$ cat src/rtl/ifu_pkg.sv
// Shared definitions for the instruction fetch unit: FSM encoding and reset constants.
package ifu_pkg;

  typedef enum logic [1:0] {
    ST_REQ  = 2'b00,
    ST_WAIT = 2'b01,
    ST_HOLD = 2'b10
  } ifu_state_t;

  localparam logic [31:0] RST_PC_DEFAULT = 32'h8000_0000;
  localparam logic [31:0] NOP_INST       = 32'h0000_0013;

endpackage

$ cat src/rtl/ifu.sv
// Instruction fetch unit: one outstanding memory request, stale-response dropping
// on redirect, and a held instruction slot toward the decoder.
module ifu
  import ifu_pkg::*;
#(
  parameter int                  DATA_LEN = 32,
  parameter logic [DATA_LEN-1:0] RST_PC   = DATA_LEN'(RST_PC_DEFAULT)
) (
  input  logic                clk,
  input  logic                rst_n,
  input  logic                jump_flag,
  input  logic [DATA_LEN-1:0] jump_addr,
  output logic                imem_req_valid,
  input  logic                imem_req_ready,
  output logic [DATA_LEN-1:0] imem_addr,
  input  logic                imem_rsp_valid,
  input  logic [31:0]         imem_rdata,
  output logic                inst_valid,
  input  logic                inst_ready,
  output logic [31:0]         inst,
  output logic [DATA_LEN-1:0] PC,
  output logic [DATA_LEN-1:0] PC_S
);

  ifu_state_t          state_r;
  logic [DATA_LEN-1:0] fetch_pc_r;
  logic [DATA_LEN-1:0] pc_r;
  logic [31:0]         inst_r;
  logic                drop_r;
  logic                req_valid_r;
  logic                inst_valid_r;

  logic [DATA_LEN-1:0] pc_plus4_s;
  logic [DATA_LEN-1:0] jump_tgt_s;
  logic                jump_lsb_unused_s;

  // Single PC+4 adder feeds both the link value and the sequential next fetch address.
  assign pc_plus4_s        = pc_r + DATA_LEN'(32'd4);
  assign jump_tgt_s        = {jump_addr[DATA_LEN-1:2], 2'b00};
  assign jump_lsb_unused_s = ^jump_addr[1:0];

  assign imem_req_valid = req_valid_r;
  assign imem_addr      = fetch_pc_r;
  assign inst_valid     = inst_valid_r;
  assign inst           = inst_r;
  assign PC             = pc_r;
  assign PC_S           = pc_plus4_s;

  // Fetch FSM with its address, instruction and handshake registers.
  always_ff @(posedge clk or negedge rst_n) begin
    if (!rst_n) begin
      state_r      <= ST_REQ;
      fetch_pc_r   <= RST_PC;
      pc_r         <= RST_PC;
      inst_r       <= NOP_INST;
      drop_r       <= 1'b0;
      req_valid_r  <= 1'b1;
      inst_valid_r <= 1'b0;
    end else begin
      case (state_r)
        ST_REQ: begin
          if (jump_flag) begin
            fetch_pc_r <= jump_tgt_s;
          end
          // A redirect racing the handshake makes the accepted request stale.
          if (imem_req_ready) begin
            pc_r        <= fetch_pc_r;
            drop_r      <= jump_flag;
            state_r     <= ST_WAIT;
            req_valid_r <= 1'b0;
          end
        end
        ST_WAIT: begin
          if (jump_flag) begin
            fetch_pc_r <= jump_tgt_s;
          end
          if (imem_rsp_valid) begin
            drop_r <= 1'b0;
            if (jump_flag || drop_r) begin
              state_r     <= ST_REQ;
              req_valid_r <= 1'b1;
            end else begin
              inst_r       <= imem_rdata;
              state_r      <= ST_HOLD;
              inst_valid_r <= 1'b1;
            end
          end else if (jump_flag) begin
            drop_r <= 1'b1;
          end
        end
        ST_HOLD: begin
          if (jump_flag || inst_ready) begin
            fetch_pc_r   <= jump_flag ? jump_tgt_s : pc_plus4_s;
            state_r      <= ST_REQ;
            req_valid_r  <= 1'b1;
            inst_valid_r <= 1'b0;
          end
        end
        default: begin
          state_r      <= ST_REQ;
          drop_r       <= 1'b0;
          req_valid_r  <= 1'b1;
          inst_valid_r <= 1'b0;
        end
      endcase
    end
  end

endmodule

$ cat config.mk
export PLATFORM = sky130hd
export DESIGN_NAME = ifu
export DESIGN_NICKNAME = d
export VERILOG_FILES = /design/src/rtl/ifu_pkg.sv /design/src/rtl/ifu.sv
export SDC_FILE = /design/constraint.sdc
export NUM_CORES = 1
export LEC_CHECK = 0
export CORE_ASPECT_RATIO = 0.9
export CORE_MARGIN = 2
export CORE_UTILIZATION = 39
export CTS_CLUSTER_SIZE = 14
export DETAILED_ROUTE_END_ITERATION = 8
export PLACE_DENSITY_LB_ADDON = 0.05
export SKIP_LAST_GASP = 1
export SYNTH_ARGS = -nofsm -noshare
export SYNTH_HDL_FRONTEND = slang
export SYNTH_SLANG_ARGS = --single-unit
$ cat constraint.sdc
create_clock -name clk -period 2.5 [get_ports clk]
set_input_delay 0.25 -clock clk [delete_from_list [all_inputs] [get_ports clk]]
set_output_delay 0.25 -clock clk [all_outputs]
set_load 0.01 [all_outputs]
==> results.py <==
metrics = {
    "final_layout": {
        "num_antenna_cells": 0,
        "regArea_um2": 2540,
        "fin_cells": 837,
        "area_delta_synth_final_pct": 58.0,
        "n_fill_cell": 1014,
        "layout-drive-gt1-share_pct": 25.0,
        "multiInputGateArea_um2": 2320,
        "final_nets": 743,
    },
    "synthesis": {
        "avgSynthCellArea_um2": 11.0,
        "synth_area_leaders": "dfrtp_1, mux2_2, nand2_1, dfstp_2, o21ai_0",
        "synth.most_common_cell": "dfrtp_1",
        "synth_edf_count": 0,
        "yosysTopAreaCellShare_pct": 48.6,
        "synth.ff_latch_count": 101,
        "yosys.area.top_type": "dfrtp_1",
        "synth_nets": 517,
        "ys.flop_type": "dfrtp_1",
        "async_flop_share_pct": 100,
        "ys_warn_count": 0,
        "ys_types": 52,
        "netlist_area_um2": 4890,
        "synthTopCellsByCount": "dfrtp_1, mux2_2, nand2_1",
        "synth-seq-area-share_pct": 51.8,
        "netlist_instances": 446,
    },
    "critical_path": {
        "critPathKind": "flop to output port",
        "cp.depth": 6,
        "required_ns": 2.25,
        "crit_chain": "nand2_1, or4_4, buf_6, o31a_1, or2_1, buf_2",
        "slowest_stage": "or4_4",
        "path_max_fanout": 5,
        "crit_buf_inv": 2,
        "r2r-end": "imem_addr[24]",
        "crit_family": "simple AND/OR/NAND/NOR gates",
        "ff2ff_setup_slack_ns": 0.57,
        "endpoint_kind": "output port",
        "start_kind": "flop",
        "crit_path_start": "PC[11]",
        "reg2reg_depth": 7,
        "max_stage_delay_ns": 0.56,
        "crit_end": "PC_S[21]",
        "arrival_ns": 2.19,
        "r2r-start": "PC[11]",
    },
    "sta": {
        "max_clock_freq_mhz": 410,
        "slew_violations": 0,
        "hold_violations": 0,
        "finClkSkew_ns": 0.00741,
        "setup_violations": 0,
        "fin_crit_ns": 2.44,
        "period_share_pct": 97.5,
        "worst-slew-pin-transition_ns": 0.642,
        "fin_setup_tns_ns": 0,
        "maxSlewHeadroom_pct": 57.2,
    },
    "power": {
        "p_sw_share_pct": 33.9,
        "share_comb_of_total_power_pct": 49.9,
        "ir_drop_v": 0.000635,
        "pwr-share-seq_pct": 33.4,
        "pwr_density_cell_nw_per_um2": 1060,
        "leakage_nw": 3.31,
        "p_sw_w": 0.00277,
        "p_int_w": 0.00540,
        "pwr-share-clk_pct": 16.6,
    },
    "hold_path": {
        "hold_path_class": "input port to async pin",
    },
    "route": {
        "final_antenna_net_count": 0,
        "drc": 0,
        "vias_per_cell": 5.08,
        "drtIter0Drc": 228,
        "routedWlPerCell_um": 17.2,
        "vias": 4250,
        "wirelength_um": 14400,
        "drtPass1Iterations": 4,
    },
    "clock_network": {
        "cts_made_buffers": 9,
        "clock_path_buffers": 2,
        "cts_num_sinks": 101,
        "clkLatencyLatePin_ns": 0.35,
        "cts_root_buf": "clkbuf_16",
        "cts-htree-levels": 3,
        "cts_tree": "done",
        "path_clk_slew_ns": 0.06,
    },
    "placement": {
        "place_inst": 808,
        "place_hpwl_um": 10000,
        "gp_congestion": 0.837,
        "io_buffers": 197,
    },
    "die": {
        "die-height_um": 110,
        "die_x_um": 122,
        "num_rows": 38,
        "dieArea_um2": 13500,
        "ioPinCount": 200,
        "coreArea_um2": 12100,
        "start_util_pct": 40.3,
    },
    "global_routing": {
        "grt_max_degree": 57,
        "grt_overflow": 0,
        "grt_usage_pct": 21.9,
        "grt_pass1_vias": 4294,
        "antenna_found_initial": 0,
        "grt_pass1_wl_um": 22400,
    },
    "run_status": {
        "outcome": "finished clean",
    },
    "job": {
        "drv_cap": 0,
    },
}
[final cells by class]
cell class / instances / area share [%]
Timing Repair Buffer: 242 / 30.7
Sequential cell: 101 / 32.9
Inverter: 4 / 0.194
Tap cell: 160 / 2.59
Multi-Input combinational cell: 314 / 30.0
Clock buffer: 13 / 3.11
Clock inverter: 3 / 0.518
[placed cells by master (no fill, tap or decap), drive strengths merged, types with 7 or more instances in the layout]
master / n
dfrtp: 95
clkdlybuf4s50: 176
nand2: 59
mux2i: 7
a31o: 11
nor4: 8
nand4: 9
dlygate4sd2: 8
a21oi: 10
o21ai: 31
xnor2: 16
nor2: 22
clkbuf: 17
buf: 46
nand3: 26
mux2: 60
nand2b: 7
[sequential cells by signal (all words and copies together) (netlist names)]
register,cells
PC,32
drop_r,1
imem_addr,32
imem_req_valid,1
inst,32
inst_valid,1
state_r,2
[layer usage]
layer	global-route usage [%]	part of all wire, %
met5	0	0
met4	5.58	0.94
met3	7.36	7.7
met2	34.6	46
met1	29.1	45
[kinds of logic after synthesis]
group | Yosys count | synth area share (%)
and+or+nand+nor | 159 | 17.1
DFF | 101 | 51.8
muxes | 67 | 15.2
AOI/OAI and AO/OA | 65 | 8.19
buffers and inverters | 31 | 3.48
xor gates and xnor gates | 22 | 3.94
adders and majority gates | 1 | 0.256
[timing repair]
item	4_1_cts	5_1_grt
endpoints found under the setup margin	19	13
gates resized for setup	32	30
hold buffers	1	0
setup buffers	9	3
pin swaps	7	9
hold endpoints to repair	44	0
[power groups by stage]
| stage | registers [W] | logic (W) | clock network [W] |
|---|---|---|---|
| floorplan | 0.00307 | 0.00126 | 0 |
| global placement | 0.00273 | 0.00400 | 0 |
| detailed placement | 0.00277 | 0.00404 | 0 |
| CTS | 0.00272 | 0.00410 | 0.00140 |
| global route | 0.00282 | 0.00439 | 0.00146 |
| finish | 0.00273 | 0.00408 | 0.00136 |
[worst min path at each step]
stage | start | endpoint | slack, ns | cells after the start
5_1_grt | jump_addr[3] | imem_addr[3] | 0.48 | 3
2_1_floorplan | rst_n | PC[0] | -0.05 | 0
4_1_cts | rst_n | inst[11] | 0.47 | 2
6_report | rst_n | inst[11] | 0.46 | 2
3_5_place_dp | rst_n | inst[11] | 0.31 | 1
3_3_place_gp | rst_n | inst[11] | 0.31 | 1
[through the flow]
stage          utilization (%)  cell area [µm²]  setup slack (ns)  hold WS, ns  total power [W]
4_1_cts                   63.0             7640            -0.148        0.472          0.00821
3_3_place_gp              59.7             7240           -0.0151        0.306          0.00674
2_1_floorplan                -             4890             0.470      -0.0456          0.00433
6_report                  63.7             7730            0.0630        0.462          0.00818
3_5_place_dp              59.7             7240          -0.00732        0.307          0.00681
5_1_grt                   63.7             7730          -0.00209        0.479          0.00867
No activity file was read; power rests on OpenSTA's default activity.
